## src/rtl/div_unit_pkg.sv

```systemverilog
// Shared constants for the EX-stage divider: FSM encodings, handshake levels, bus widths.
// Latency: n/a (constants only).
// Backpressure: n/a; consumers are div_unit and anything decoding its stall request.
package div_unit_pkg;

  // Divider FSM state encodings
  localparam logic [1:0] DivFree   = 2'b00;  // idle, waiting for a request
  localparam logic [1:0] DivByZero = 2'b01;  // divisor was zero, result forced to 0
  localparam logic [1:0] DivOn     = 2'b10;  // restoring steps in progress
  localparam logic [1:0] DivEnd    = 2'b11;  // result presented for one cycle

  // Request / stall / reset levels
  localparam logic DivStart     = 1'b1;
  localparam logic DivStop      = 1'b0;
  localparam logic StallEnable  = 1'b1;
  localparam logic StallDisable = 1'b0;
  localparam logic RstEnable    = 1'b1;

  // Width of the {remainder, quotient} bus for the default 32-bit datapath
  localparam int DoubleRegBus = 64;

endpackage

```

## src/rtl/div_unit.sv

```systemverilog
// Multi-cycle restoring divider (DIV/DIVU) for the EX stage, result goes to HI/LO.
// Latency: accept at T0, result + ready_o at T33 (T2 for divide-by-zero); back-to-back with no gap.
// Backpressure: none accepted; the unit itself stalls PC/IF/ID/EX via stallreq_o while busy.
//
// Ports:
//   clk, rst            rising-edge clock, synchronous active-high reset
//   start_i, signed_i   request (held high by EX while stalled), signed/unsigned select
//   annul_i             abort current operation, back to idle next cycle
//   opdata1_i/2_i       dividend / divisor, sampled at accept
//   result_o            {remainder, quotient}, registered, valid only while ready_o=1
//   ready_o             one-cycle result strobe
//   stallreq_o          combinational stall request
//   divzero_o           only when DIV_ZERO_FLAG_EN is defined: high with ready_o for a zero divisor
module div_unit
  import div_unit_pkg::*;
#(
  parameter int WIDTH = 32
) (
  input  logic               clk,
  input  logic               rst,
  input  logic               start_i,
  input  logic               signed_i,
  input  logic               annul_i,
  input  logic [WIDTH-1:0]   opdata1_i,
  input  logic [WIDTH-1:0]   opdata2_i,
  output logic [2*WIDTH-1:0] result_o,
  output logic               ready_o,
  output logic               stallreq_o
`ifdef DIV_ZERO_FLAG_EN
  ,
  output logic               divzero_o
`endif
);

  localparam logic [5:0] CntLast = 6'(WIDTH - 1);

  logic [1:0]       state;
  logic [5:0]       cnt;
  logic [2*WIDTH:0] pr;       // {partial remainder, dividend/quotient shift register}
  logic [WIDTH-1:0] dvs;      // divisor magnitude
  logic             neg_q;    // negate quotient at the end
  logic             neg_r;    // negate remainder at the end

  logic [WIDTH-1:0] a_abs;
  logic [WIDTH-1:0] b_abs;
  logic             ge;
  logic [WIDTH:0]   diff;
  logic [2*WIDTH:0] pr_next;
  logic [WIDTH-1:0] q_mag;
  logic [WIDTH-1:0] r_mag;
  logic [WIDTH-1:0] q_fix;
  logic [WIDTH-1:0] r_fix;

  always_comb begin
    a_abs = (signed_i && opdata1_i[WIDTH-1]) ? -opdata1_i : opdata1_i;
    b_abs = (signed_i && opdata2_i[WIDTH-1]) ? -opdata2_i : opdata2_i;

    // Trial subtract on the shifted remainder plus the next dividend bit. The
    // comparison uses the full W+2-bit window; the difference only needs W+1
    // bits because it is kept only when it is smaller than the divisor.
    ge      = pr[2*WIDTH:WIDTH-1] >= {2'b00, dvs};
    diff    = pr[2*WIDTH-1:WIDTH-1] - {1'b0, dvs};
    pr_next = ge ? {diff, pr[WIDTH-2:0], 1'b1}
                 : {pr[2*WIDTH-1:0], 1'b0};

    q_mag = pr_next[WIDTH-1:0];
    r_mag = pr_next[2*WIDTH-1:WIDTH];
    // 0x80000000 / -1 falls out naturally: magnitude 0x80000000, no negation.
    q_fix = neg_q ? -q_mag : q_mag;
    r_fix = neg_r ? -r_mag : r_mag;
  end

`ifdef DIV_ZERO_FLAG_EN
  logic divzero_q;
  assign divzero_o = divzero_q;
`endif

  always_ff @(posedge clk) begin
    if (rst == RstEnable) begin
      state    <= DivFree;
      cnt      <= '0;
      pr       <= '0;
      dvs      <= '0;
      neg_q    <= 1'b0;
      neg_r    <= 1'b0;
      result_o <= '0;
`ifdef DIV_ZERO_FLAG_EN
      divzero_q <= 1'b0;
`endif
    end else if (annul_i) begin
      state <= DivFree;
`ifdef DIV_ZERO_FLAG_EN
      divzero_q <= 1'b0;
`endif
    end else begin
`ifdef DIV_ZERO_FLAG_EN
      divzero_q <= 1'b0;
`endif
      case (state)
        DivFree: begin
          if (start_i == DivStart) begin
            if (opdata2_i == '0) begin
              state <= DivByZero;
            end else begin
              pr    <= {{(WIDTH+1){1'b0}}, a_abs};
              dvs   <= b_abs;
              neg_q <= signed_i && (opdata1_i[WIDTH-1] ^ opdata2_i[WIDTH-1]);
              neg_r <= signed_i && opdata1_i[WIDTH-1];
              cnt   <= '0;
              state <= DivOn;
            end
          end
        end
        DivByZero: begin
          result_o <= '0;
          state    <= DivEnd;
`ifdef DIV_ZERO_FLAG_EN
          divzero_q <= 1'b1;
`endif
        end
        DivOn: begin
          pr  <= pr_next;
          cnt <= cnt + 6'd1;
          // Final step: register the sign-corrected result so it is present in DivEnd.
          if (cnt == CntLast) begin
            result_o <= {r_fix, q_fix};
            state    <= DivEnd;
          end
        end
        default: begin
          state <= DivFree;
        end
      endcase
    end
  end

  assign ready_o = (state == DivEnd);

  // Low in DivEnd so the result can advance to EX/MEM.
  assign stallreq_o = (!rst && !annul_i &&
                       ((state == DivFree && start_i == DivStart) ||
                        state == DivOn || state == DivByZero)) ? StallEnable : StallDisable;

endmodule

```

## config.mk

```make
export PLATFORM = sky130hd
export DESIGN_NAME = div_unit
export DESIGN_NICKNAME = d
export VERILOG_FILES = /design/src/rtl/div_unit_pkg.sv /design/src/rtl/div_unit.sv
export SDC_FILE = /design/constraint.sdc
export NUM_CORES = 1
export LEC_CHECK = 0
export CORE_MARGIN = 2
export CORE_UTILIZATION = 43
export DETAILED_ROUTE_END_ITERATION = 10
export SETUP_SLACK_MARGIN = 0.4
export SLEW_MARGIN = 0
export SYNTH_ARGS = -nofsm -noshare
export SYNTH_HDL_FRONTEND = slang
export SYNTH_SLANG_ARGS = --single-unit
```

## constraint.sdc

```tcl
create_clock -name clk -period 6.19 [get_ports clk]
set_input_delay 0.619 -clock clk [delete_from_list [all_inputs] [get_ports clk]]
set_output_delay 0.619 -clock clk [all_outputs]
set_load 0.02 [all_outputs]
```

==> results of run 1 <==
-- report_power, final --
group	switching [mW]	internal, mW
Clock	0.533	0.537
Sequential	0.0330	1.13
Combinational	0.430	0.255
-- flip-flops by register name (all words and copies together) (netlist names) --
signal    cells
cnt           6
neg_q         1
pr           65
state         2
result_o     64
neg_r         1
dvs          32
-- critical path: cells and delay by family, from the launching register on --
family / cells / cell delay, ps
AOI/OAI and AO/OA: 7 / 1490
and+or+nand+nor: 4 / 1100
adders and majority gates: 3 / 800
DFF: 1 / 340
muxes: 1 / 310
xor gates and xnor gates: 1 / 180
buffers and inverters: 2 / 150
-- path summary, 6_finish.rpt --
check	from	slack, ps	to	cells after the start
setup reg to reg	pr[31]	1680	result_o[56]	18
setup / recovery	pr[31]	1680	result_o[56]	18
hold reg to reg	result_o[49]	450	result_o[49]	2
hold / removal	result_o[49]	450	result_o[49]	2
-- cell usage after synthesis, types with 8 or more instances --
cell | instances | area share [%]
a21oi_1 | 139 | 5.9
nand4_1 | 12 | 0.64
xnor2_1 | 91 | 6.8
dfxtp_1 | 171 | 29
nor3_1 | 36 | 1.5
ha_1 | 41 | 4.4
a21o_1 | 16 | 1.0
o21ai_0 | 87 | 3.7
mux2i_1 | 14 | 1.2
o41ai_1 | 8 | 0.60
a211oi_1 | 42 | 2.7
buf_1 | 10 | 0.32
nor4_1 | 18 | 0.96
or4_1 | 8 | 0.51
inv_1 | 54 | 1.7
or3_1 | 13 | 0.69
nor2_1 | 176 | 5.6
nand2b_1 | 19 | 1.0
and2_1 | 9 | 0.48
a22oi_1 | 41 | 2.6
nand2_1 | 232 | 7.4
a31oi_1 | 9 | 0.48
o21ai_1 | 17 | 0.73
o31ai_1 | 17 | 1.1
buf_2 | 11 | 0.47
xor2_1 | 54 | 4.0
clkbuf_1 | 75 | 2.4
o211ai_1 | 20 | 1.3
nand3_1 | 52 | 2.2
-- layout make-up --
class,count,area (um^2)
Tap cell,341,427
Sequential cell,171,3420
Multi-Input combinational cell,1267,7700
Timing Repair Buffer,152,1470
Clock inverter,14,153
Inverter,55,206
Clock buffer,17,425
Fill cell,2688,13100
-- metal layers --
metal	up-vias	share of wire, %	global-route usage [%]
met3	66	5.0	2.96
li1	5763	-	-
met2	377	44	38.8
met4	0	2.7	7.95
met5	-	0	0
met1	5436	48	36.6
-- kinds of logic after synthesis --
kind of cell | after synthesis | share of synthesized area, %
muxes | 14 | 1.19
and+or+nand+nor | 612 | 23.7
DFF | 171 | 29.2
adders and majority gates | 42 | 4.54
xor gates and xnor gates | 145 | 10.8
buffers and inverters | 155 | 5.30
AOI/OAI and AO/OA | 454 | 25.2
-- stage by stage --
step / util [%] / instances
after global routing: 51.4 / 2017
after CTS: 51.4 / 2017
after detailed placement: 49.2 / 1986
final: 51.4 / 2017
after floorplan: - / 1593
after global placement: 49.2 / 1986
==> flow_summary.json, run 1 <==
{
  "io_pins": 135,
  "final_common_cell": "nand2_1",
  "relSlewSlack_pct": 29.3,
  "via_per_inst": 5.77,
  "postSynth.asyncResetShare_pct": 0,
  "grt_usage_pct": 25.2,
  "finalWorstSetupSlack_ps": 1680,
  "dieArea_um2": 28600,
  "finalCriticalPeriod_ps": 4510,
  "syn_avg_cell_area_um2": 7.36,
  "power_mw": 2.92,
  "crit_required_ps": 6500,
  "clk_latency_ps": 440,
  "grt_max_degree": 91,
  "outcome": "complete, no violations",
  "crit_path_end_kind": "flop",
  "htreeDepth": 4,
  "cp.arrival_ps": 4810,
  "skew_ps": 20.0,
  "hold_viol_final": 0,
  "final_cell_mix": "nand2_1 (232), nor2_1 (175), dfxtp_1 (171), a21oi_1 (138), clkdlybuf4s50_1 (133)",
  "synthCells": 1593,
  "antenna_found_initial": 0,
  "ys_types": 76,
  "clk_pin_slew_ps": 80,
  "post_cts_resized": 0,
  "cts_tree": "built",
  "grt_pass1_wl_um": 58000,
  "synthFlopType": "dfxtp_1",
  "num_rows": 60,
  "n_antenna_cell": 0,
  "fin_area_um2": 13800,
  "fmax_ghz": 0.222,
  "initial_core_util_pct": 43.6,
  "synth_edf_count": 0,
  "cts.sinks": 171,
  "placed_cell_area_um2": 13200,
  "yosysWarnings": 0,
  "powerDensity_nw_per_um2": 211,
  "grt_pass1_vias": 10539,
  "min_path_type": "reg -> reg",
  "routed_wl_um": 36400,
  "post_cts_buffers": 0,
  "drive_gt1_share_pct": 5.01,
  "whs_ps": 447,
  "coreArea_um2": 26900,
  "holdBufCountCts": 0,
  "area_delta_synth_final_pct": 17.8,
  "fin_nets": 1775,
  "crit_chain": "inv_1 -> ha_1 -> inv_1 -> fa_1 -> a211oi_1 -> o21ai_2 -> a221oi_4 -> o21ai_2 -> nand3_2 -> nand2_2 -> mux2i_1 -> ha_1 -> o21ai_1 -> nor3_2 -> or3b_1 -> o31ai_2 -> xor2_1 -> o21ai_1",
  "synth_fp_nets": 1704,
  "clockRootBuffer": "clkbuf_16",
  "period_share_pct": 72.8,
  "worstSetupPathType": "reg -> reg",
  "max_stage_delay_ps": 420,
  "clock_path_buffers": 2,
  "dr.pass1.iters": 6,
  "drtIter0Drc": 993,
  "num_vias": 11642,
  "ant_nets": 0,
  "port_buffers": 134,
  "setup_viol": 0,
  "die_h_um": 169,
  "slowest_stage": "or3b_1",
  "wire_per_inst_um": 18.0,
  "drcViolationCount": 0,
  "pre_cts_ws_ps": 1390,
  "ys_seq_area_share_pct": 29.2,
  "cp_max_fo": 11,
  "netlist_area_um2": 11700,
  "fin_setup_tns_ps": 0,
  "dp_hpwl_um": 26800,
  "p_leak_nw": 5.11,
  "cts_made_buffers": 17,
  "place.gp.congestion": 0.930,
  "rsz0062_at_grt": "no",
  "drv_cap": 0,
  "grt-ovfl-total": 0,
  "fp.dieW_um": 169,
  "tightest_slew_ps": 1060,
  "ir_drop_mv": 0.150,
  "yosys_register_bits": 171,
  "worstSetupStartpointType": "flop",
  "drv_slew": 0
}
Note: power is estimated with default switching activity, not from simulation.
==> inputs of run 2 (changes only) <==
clock period = 4.7 ns   (was 6.19 ns; I/O delays follow)
==> flow_summary.json, run 2 (same netlist as run 1, synthesis figures left out) <==
{
  "num_vias": 11519,
  "clk_pin_slew_ps": 80,
  "cts.sinks": 171,
  "worstSetupStartpointType": "flop",
  "ir_drop_mv": 0.200,
  "drive_gt1_share_pct": 6.63,
  "area_delta_synth_final_pct": 19.9,
  "grt_max_degree": 80,
  "holdBufCountCts": 0,
  "fin_nets": 1788,
  "die_h_um": 169,
  "initial_core_util_pct": 43.6,
  "relSlewSlack_pct": 20.0,
  "antenna_found_initial": 0,
  "period_share_pct": 87.3,
  "min_path_type": "reg -> reg",
  "drtIter0Drc": 989,
  "cts_made_buffers": 17,
  "wire_per_inst_um": 17.7,
  "finalWorstSetupSlack_ps": 598,
  "instances_no_fill": 2031,
  "place.gp.congestion": 0.918,
  "dp.cells": 1992,
  "pre_cts_ws_ps": 434,
  "drv_cap": 0,
  "setup_viol": 0,
  "hold_viol_final": 0,
  "drcViolationCount": 0,
  "dp_hpwl_um": 27000,
  "finalCriticalPeriod_ps": 4100,
  "n_antenna_cell": 0,
  "grt_pass1_wl_um": 57400,
  "cp.arrival_ps": 4410,
  "clockRootBuffer": "clkbuf_16",
  "grt_usage_pct": 24.9,
  "clock_path_buffers": 2,
  "num_rows": 60,
  "p_leak_nw": 5.21,
  "coreArea_um2": 26900,
  "dr.pass1.iters": 5,
  "ant_nets": 0,
  "p_comb_share_pct": 23.9,
  "tightest_slew_ps": 1200,
  "outcome": "complete, no violations",
  "top_regs": "pr (65), result_o (64), dvs (32)",
  "seq_power_share_pct": 38.9,
  "final_common_cell": "nand2_1",
  "dieArea_um2": 28600,
  "power.internal_mw": 2.58,
  "clk_latency_ps": 440,
  "worstSetupPathType": "reg -> reg",
  "grt_pass1_vias": 10564,
  "fp.dieW_um": 169,
  "fin_setup_tns_ps": 0,
  "via_per_inst": 5.67,
  "regMostFlops": "pr",
  "fmax_ghz": 0.244,
  "powerDensity_nw_per_um2": 280,
  "port_buffers": 134,
  "htreeDepth": 4,
  "p_switching_mw": 1.36,
  "routed_wl_um": 35900,
  "cp_max_fo": 7,
  "clkPwrFrac_pct": 37.2,
  "crit_required_ps": 5010,
  "crit_path_end_kind": "flop",
  "final_cell_mix": "nand2_1 (232), nor2_1 (175), dfxtp_1 (171), a21oi_1 (138), clkdlybuf4s50_1 (133)",
  "largest_reg_flops": 65,
  "io_pins": 135,
  "power.switching_fraction_pct": 34.5,
  "grt-ovfl-total": 0,
  "cts_tree": "built",
  "skew_ps": 17.3,
  "drv_slew": 0,
  "rsz0062_at_grt": "no"
}
[run 2: cell types whose count changed in the layout (fill, tap and decap cells not counted), sizes merged]
cell      delta
clkinvlp     -2
inv          +2
buf         +13
clkinv       +1
[run 2: cell type report]
cell class	instances	area, um^2
sequential	171	3420
fill	2647	12800
inverter	55	206
multi-input combinational	1267	7800
clock buffer	17	425
clock inverter	15	185
tap	341	427
timing repair buffer	165	1590
[run 2: power by group through the flow]
stage / clock, mW / combinational [mW] / sequential (mW)
after CTS: 1.48 / 0.897 / 1.53
after detailed placement: 0 / 0.893 / 1.57
after floorplan: 0 / 0.628 / 1.55
after global placement: 0 / 0.892 / 1.56
after global routing: 1.55 / 1.04 / 1.54
final: 1.47 / 0.940 / 1.53
[run 2: worst max-delay path: stages, from the launching register on]
cell and delay (ps):
dfxtp_1 340, inv_1 90, ha_1 170, inv_1 60, fa_1 420, a211oi_2 310
o21ai_2 150, a221oi_4 350, o21ai_4 130, nand3_4 150, nand2_4 110, mux2i_4 220
ha_1 200, o21ai_1 100, nor3_2 280, or3b_1 410, o31ai_2 250, xor2_1 170
o21ai_1 60
[run 2: worst paths after layout]
path | start | end | slack (ps) | cells past startpoint
setup / recovery | pr[31] | result_o[56] | 600 | 18
hold / removal | result_o[55] | result_o[55] | 450 | 2
setup reg to reg | pr[31] | result_o[56] | 600 | 18
hold reg to reg | result_o[55] | result_o[55] | 450 | 2
[run 2: timing repair]
item,in CTS,in global routing
buffers inserted,0,7
gates resized for setup,0,25
endpoints found under the setup margin,0,25
[run 2: metal layers]
| metal | track usage [%] | wire length (um) |
|---|---|---|
| met4 | 6.13 | 704 |
| met2 | 37.8 | 15700 |
| met1 | 37.0 | 17600 |
| met3 | 3.71 | 1880 |
| met5 | 0 | 0 |
[run 2: through the flow]
step	utilization [%]	total power, mW	cell area [um^2]	hold slack (ps)
6_report	52.3	3.94	14100	450
5_1_grt	52.3	4.12	14100	470
4_1_cts	51.7	3.91	13900	454
3_5_place_dp	49.5	2.46	13300	443
3_3_place_gp	49.5	2.46	13300	435
2_1_floorplan	-	2.18	11700	445
